`src/rtl/fir_pkg.sv`:
```
// rtl/fir_pkg.sv - shared types and width helpers for the time-multiplexed FIR
package fir_pkg;

  typedef enum logic [1:0] {
    IDLE,
    MAC,
    OUT
  } state_t;

  function automatic int acc_width(input int data_w, input int coef_w, input int taps);
    return data_w + coef_w + $clog2(taps);
  endfunction

  function automatic int chan_width(input int channels);
    return (channels > 1) ? $clog2(channels) : 1;
  endfunction

endpackage

```
`src/rtl/fir_round_sat.sv`:
```
// rtl/fir_round_sat.sv - round half up, arithmetic shift and saturate the accumulator
module fir_round_sat #(
  parameter int ACC_W = 36,
  parameter int OUT_W = 16,
  parameter int SHIFT = 15
) (
  input  logic [ACC_W-1:0] acc,
  output logic [OUT_W-1:0] data,
  output logic             sat
);

  // One extra bit keeps the rounding add from wrapping at the accumulator extremes.
  localparam logic signed [ACC_W:0] HALF = ((ACC_W + 1)'(1) << SHIFT) >> 1;
  localparam logic signed [ACC_W:0] MAXV = {{(ACC_W + 2 - OUT_W){1'b0}}, {(OUT_W - 1){1'b1}}};
  localparam logic signed [ACC_W:0] MINV = {{(ACC_W + 2 - OUT_W){1'b1}}, {(OUT_W - 1){1'b0}}};

  logic signed [ACC_W:0] ext;
  logic signed [ACC_W:0] rnd;
  logic signed [ACC_W:0] shr;

  always_comb begin
    ext = {acc[ACC_W-1], acc};
    rnd = ext + HALF;
    shr = rnd >>> SHIFT;
    if (shr > MAXV) begin
      data = MAXV[OUT_W-1:0];
      sat  = 1'b1;
    end else if (shr < MINV) begin
      data = MINV[OUT_W-1:0];
      sat  = 1'b1;
    end else begin
      data = shr[OUT_W-1:0];
      sat  = 1'b0;
    end
  end

endmodule

```
`src/rtl/fir_tdm_mac.sv`:
```
// rtl/fir_tdm_mac.sv - multi-channel FIR sharing one multiply-accumulate engine
module fir_tdm_mac
  import fir_pkg::*;
#(
  parameter int DATA_W   = 16,
  parameter int COEF_W   = 16,
  parameter int TAPS     = 16,
  parameter int CHANNELS = 2,
  parameter int OUT_W    = 16,
  parameter int SHIFT    = 15
) (
  input  logic                            clk,
  input  logic                            rst,
  input  logic                            s_valid,
  output logic                            s_ready,
  input  logic [DATA_W-1:0]               s_data,
  input  logic [chan_width(CHANNELS)-1:0] s_chan,
  input  logic                            coef_we,
  input  logic [$clog2(TAPS)-1:0]         coef_addr,
  input  logic [COEF_W-1:0]               coef_data,
  output logic                            coef_ready,
  output logic                            m_valid,
  input  logic                            m_ready,
  output logic [OUT_W-1:0]                m_data,
  output logic [chan_width(CHANNELS)-1:0] m_chan,
  output logic                            m_sat
);

  localparam int CW    = chan_width(CHANNELS);
  localparam int AW    = $clog2(TAPS);
  localparam int ACC_W = acc_width(DATA_W, COEF_W, TAPS);
  localparam int PW    = DATA_W + COEF_W;
  localparam logic [AW:0]   TAPS_L = (AW + 1)'(TAPS);
  localparam logic [AW-1:0] LAST_K = AW'(TAPS - 1);

  state_t state;

  logic signed [COEF_W-1:0] coef  [TAPS];
  logic signed [DATA_W-1:0] dline [CHANNELS][TAPS];
  logic [AW-1:0]            wptr  [CHANNELS];

  logic [AW-1:0]            cur_ptr;
  logic [AW-1:0]            k;
  logic [CW-1:0]            cur_chan;
  logic signed [ACC_W-1:0]  acc;
  logic                     rdy;
  logic                     out_valid;

  // Coefficient overwritten on the accept edge; the sample in flight must still see the old value.
  logic                     shadow_en;
  logic [AW-1:0]            shadow_addr;
  logic signed [COEF_W-1:0] shadow_val;

  logic                     s_fire;
  logic                     coef_fire;
  logic                     chan_ok;
  logic [AW-1:0]            wp_cur;
  logic [AW-1:0]            wp_next;
  logic [AW-1:0]            rd_idx;
  logic signed [DATA_W-1:0] x_rd;
  logic signed [COEF_W-1:0] h_rd;
  logic signed [PW-1:0]     prod;
  logic [OUT_W-1:0]         rs_data;
  logic                     rs_sat;

  assign s_ready    = rdy & ~rst;
  assign coef_ready = rdy & ~rst;
  assign s_fire     = s_valid & s_ready;
  assign coef_fire  = coef_we & coef_ready;
  assign chan_ok    = int'(s_chan) < CHANNELS;

  always_comb begin
    wp_cur  = wptr[s_chan];
    wp_next = (wp_cur == LAST_K) ? '0 : wp_cur + 1'b1;
    // Tap k sits k slots behind the newest sample, modulo the line length.
    rd_idx  = (k > cur_ptr) ? AW'({1'b0, cur_ptr} + TAPS_L - {1'b0, k}) : cur_ptr - k;
    x_rd    = dline[cur_chan][rd_idx];
    h_rd    = (shadow_en && shadow_addr == k) ? shadow_val : coef[k];
    prod    = PW'(x_rd) * PW'(h_rd);
  end

  always_ff @(posedge clk) begin
    if (rst) begin
      state       <= IDLE;
      rdy         <= 1'b0;
      out_valid   <= 1'b0;
      acc         <= '0;
      k           <= '0;
      cur_ptr     <= '0;
      cur_chan    <= '0;
      shadow_en   <= 1'b0;
      shadow_addr <= '0;
      shadow_val  <= '0;
      for (int t = 0; t < TAPS; t++) begin
        coef[t] <= '0;
      end
      for (int c = 0; c < CHANNELS; c++) begin
        wptr[c] <= '0;
        for (int t = 0; t < TAPS; t++) begin
          dline[c][t] <= '0;
        end
      end
    end else begin
      if (coef_fire) begin
        coef[coef_addr] <= coef_data;
      end
      case (state)
        IDLE: begin
          if (s_fire && chan_ok) begin
            dline[s_chan][wp_next] <= s_data;
            wptr[s_chan]           <= wp_next;
            cur_chan               <= s_chan;
            cur_ptr                <= wp_next;
            k                      <= '0;
            acc                    <= '0;
            shadow_en              <= coef_fire;
            shadow_addr            <= coef_addr;
            shadow_val             <= coef[coef_addr];
            rdy                    <= 1'b0;
            state                  <= MAC;
          end else begin
            rdy <= 1'b1;
          end
        end
        MAC: begin
          acc <= acc + ACC_W'(prod);
          if (k == LAST_K) begin
            out_valid <= 1'b1;
            state     <= OUT;
          end else begin
            k <= k + 1'b1;
          end
        end
        OUT: begin
          if (m_ready) begin
            out_valid <= 1'b0;
            rdy       <= 1'b1;
            state     <= IDLE;
          end
        end
        default: state <= IDLE;
      endcase
    end
  end

  fir_round_sat #(
    .ACC_W(ACC_W),
    .OUT_W(OUT_W),
    .SHIFT(SHIFT)
  ) u_round_sat (
    .acc (acc),
    .data(rs_data),
    .sat (rs_sat)
  );

  assign m_valid = out_valid & ~rst;
  assign m_data  = rst ? '0 : rs_data;
  assign m_chan  = rst ? '0 : cur_chan;
  assign m_sat   = rs_sat & ~rst;

endmodule

```
`config.mk`:
```
export PLATFORM = sky130hd
export DESIGN_NAME = fir_tdm_mac
export DESIGN_NICKNAME = d
export VERILOG_FILES = /design/src/rtl/fir_pkg.sv /design/src/rtl/fir_round_sat.sv /design/src/rtl/fir_tdm_mac.sv
export SDC_FILE = /design/constraint.sdc
export NUM_CORES = 2
export LEC_CHECK = 0
export ABC_AREA = 1
export CELL_PAD_IN_SITES_DETAIL_PLACEMENT = 1
export CELL_PAD_IN_SITES_GLOBAL_PLACEMENT = 2
export CORE_MARGIN = 2
export CORE_UTILIZATION = 46
export CTS_BUF_LIST = sky130_fd_sc_hd__clkbuf_8
export DETAILED_ROUTE_END_ITERATION = 7
export PLACE_DENSITY = 0.95
export SLEW_MARGIN = 20
export SYNTH_ARGS = -nofsm -noshare
export SYNTH_HDL_FRONTEND = slang
export SYNTH_SLANG_ARGS = --single-unit
```
`constraint.sdc`:
```
create_clock -name clk -period 21.9 [get_ports clk]
set_input_delay 4.38 -clock clk [delete_from_list [all_inputs] [get_ports clk]]
set_output_delay 4.38 -clock clk [all_outputs]
set_load 0.005 [all_outputs]
```
==> summary.md <==
| Metric | Value |
|---|---|
| Critical path data arrival time | 6.33 ns |
| Root buffer cell | clkbuf_8 |
| Hold-fix buffers, CTS | 0 |
| Largest net degree at the start of global routing | 190 |
| Worst hold path class | register to register |
| Total negative setup slack | 0 ns |
| Setup Viol. Count Final | 0 |
| Bufs on Longest Clock Path | 3 |
| FMAX | 93.3 MHz |
| Detail Route Antenna Nets | 0 |
| Period utilization | between 40% and 50% |
| Worst-Skew Late Latency | 0.85 ns |
| Final-report hold violation count | 0 |
| Max FO, Critical Path | 49 |
| DRT Pass-1 Iters | 6 |
| H-tree levels | 4 |
| Critical Path RT | between 15 and 20 ns |
| Synth unique cells | 55 |
| Rel. slew slack | 17.2% |
| Final Wtd Congestion | between 0.9 and 1 |
| R2R Path End | acc[20] |
| Vias per cell | just under 6 |
| Post-synth top flop | edfxtp_1 |
| RSZ-0062 raised after global routing | no |
| Largest area contributor in the netlist | edfxtp_1 |
| Register bit total from synthesis | between 800 and 900 |
| Port Buffers | 62 |
| Share of Yosys cell area claimed by the top area cell type | roughly 46% |
| Worst Reg-to-Reg Cells | 33 |
| First-pass GRT wire length | approximately 270000 um |
| Number of synthesis warnings | 0 |
| Num CTS Buffers | approximately 150 |
| Critical Path Source | rst |
| Chip width | 337 um |
| Mean Syn Cell Area | between 9 and 10 um2 |
| Worst Setup End Kind | output pin |
| Share of layout cells above drive strength 1 | around 7% |
| DRC violations left | 0 |
| Pre-CTS setup slack | between 10 and 15 ns |
| Layout Skew | roughly 0.033 ns |
| Critical path startpoint category | input port |
| Top-count cell post-synth | nand2_1 |
| HPWL Detailed | between 100000 and 150000 um |
| DR vias | a little over 40000 |
| Reg-to-reg setup timing slack | between 10 and 15 ns |
| Initial Util | about 46% |
| GRT Total Usage | a little under a third |
| Post-synth top cells | nand2_1 (1102), nor2_1 (829), edfxtp_1 (776), inv_1 (554), a21oi_1 (463) |
| Die area | approximately 110000 um2 |
| Status | finished clean |
| EDFF count, synth | a little under 800 |
| Final core utilization | 50.5% |
| Fin nets | 5818 |
| IO Pins | between 60 and 70 |
| Placed cells | approximately 6700 |
| Post-CTS Repair Setup Buffers | 0 |
| Iteration-0 DRC Markers | between 4000 and 5000 |
| Die height | between 300 and 400 um |
| Finished Layout Cells | ~7000 |
| Max Cap Violations | 0 |
| Final WS setup | approximately 11 ns |
| Initial antenna violation count | 2 |
| Sequential element share of the synthesized area | 48.6% |
| Placement row count | 122 |
| Vias in the first global route | between 40000 and 50000 |
| Share of synthesized registers carrying an async set or reset | 0% |
| Final Max Tran Viols | 0 |
| Fin crit period | ~11 ns |
| Syn nets | ~5800 |
| Clock slew at reported path FFs | ~0.06 ns |
| Netlist Area Pre-Place | roughly 51000 um2 |
| Post_cts resized | 0 |
| Layout area overhead | 9.07% |
| Avg WL per Cell | approximately 25 um |
| WL final | roughly 180000 um |
| Synth area leaders | edfxtp_1 (46%), fa_1 (12%), nand2_1 (8.1%) |
| Clk sinks | around 850 |
| Remaining global-route overflow | 0 |
| Cells after Synth | approximately 5300 |
| TritonCTS clock tree | built |
| Worst slew pin tran | about 1.2 ns |
| Crit Path Class | input port to output pin |
| Crit path to | m_data[7] |
| Core area | between 100000 and 150000 um2 |
through the flow:
| step | hold WS [ns] | cell area (um2) |
|---|---|---|
| global route | 0.497 | 55700 |
| floorplan | 0.436 | 51100 |
| detailed placement | 0.465 | 53100 |
| CTS | 0.474 | 55700 |
| finish | 0.471 | 55700 |
| global placement | 0.454 | 53100 |
worst min-delay path by stage:
stage	from	end	slack (ns)	depth (start not counted)
after global routing	out_valid	out_valid	0.50	2
after floorplan	shadow_addr[3]	shadow_addr[3]	0.44	2
after CTS	acc[7]	acc[7]	0.47	2
after global placement	acc[0]	acc[0]	0.45	2
final	shadow_addr[2]	shadow_addr[2]	0.47	2
after detailed placement	acc[7]	acc[7]	0.46	2
worst max-delay path, stage by stage:
cell and delay (ns):
buf_2 0.08, buf_4 0.54, inv_2 0.28, nand3_1 0.45
nand2_1 0.11, clkdlybuf4s50_1 0.47
flip-flops by register name, summed over array words and instances (netlist names), 2 cells and up, named ones only:
register / count
dline: 512
shadow_addr: 4
cur_ptr: 4
k: 4
shadow_val: 16
state: 2
coef: 256
wptr: 8
acc: 36
cell usage in the layout, fill, tap and decap left out, types with 17 or more instances in the layout:
cell type        synthesis  layout
clkdlybuf4s50_1          0      61
a21oi_1                463     463
inv_1                  554     591
buf_4                    3     105
clkinv_1                21      49
nand2_1               1102    1097
nand3_1                137     136
o21ai_1                 14      24
edfxtp_1               776     776
a32o_1                  36      36
clkinv_2                 0      17
fa_1                   316     316
dfxtp_1                 75      72
ha_1                   116     115
nand4_1                 18      18
clkbuf_8                 0     153
a221o_1                 28      28
a22oi_1                214     214
nor2_1                 829     816
nor3_1                  30      30
o311ai_0                20      20
o211ai_1                40      40
o21ai_0                 90      80
logic make-up (layout without fill, tap and decap cells):
group / after synthesis / in the layout / share of synthesized area (%)
adders and majority gates: 432 / 432 / 15.2
other: 0 / 2 / 0
DFF: 851 / 851 / 48.6
buffers and inverters: 901 / 1007 / 6.97
xor gates and xnor gates: 27 / 27 / 0.463
and+or+nand+nor: 2168 / 2168 / 17.1
AOI/OAI and AO/OA: 957 / 957 / 11.7
metal layers:
layer | vias to the layer above | track usage, % | wire (um)
li1 | 17852 | - | -
met1 | 20916 | 40.2 | 68100
met2 | 2073 | 51.5 | 83900
met3 | 439 | 5.99 | 16100
met4 | 2 | 13.6 | 7560
met5 | - | 0 | 11
area by class of cell:
| cell class | instances | area [um2] |
|---|---|---|
| flip-flops and latches | 851 | 24800 |
| clock inverters | 94 | 459 |
| multi-input cells | 3584 | 22800 |
| fillers | 12476 | 54700 |
| well taps | 1488 | 1860 |
| inverters | 592 | 2240 |
| diodes | 2 | 5.00 |
| repair buffers | 168 | 1420 |
| clock buffers | 153 | 2110 |
Power is not shown: default switching activity piles up to over one toggle a cycle in this logic, so the estimate is an artifact.
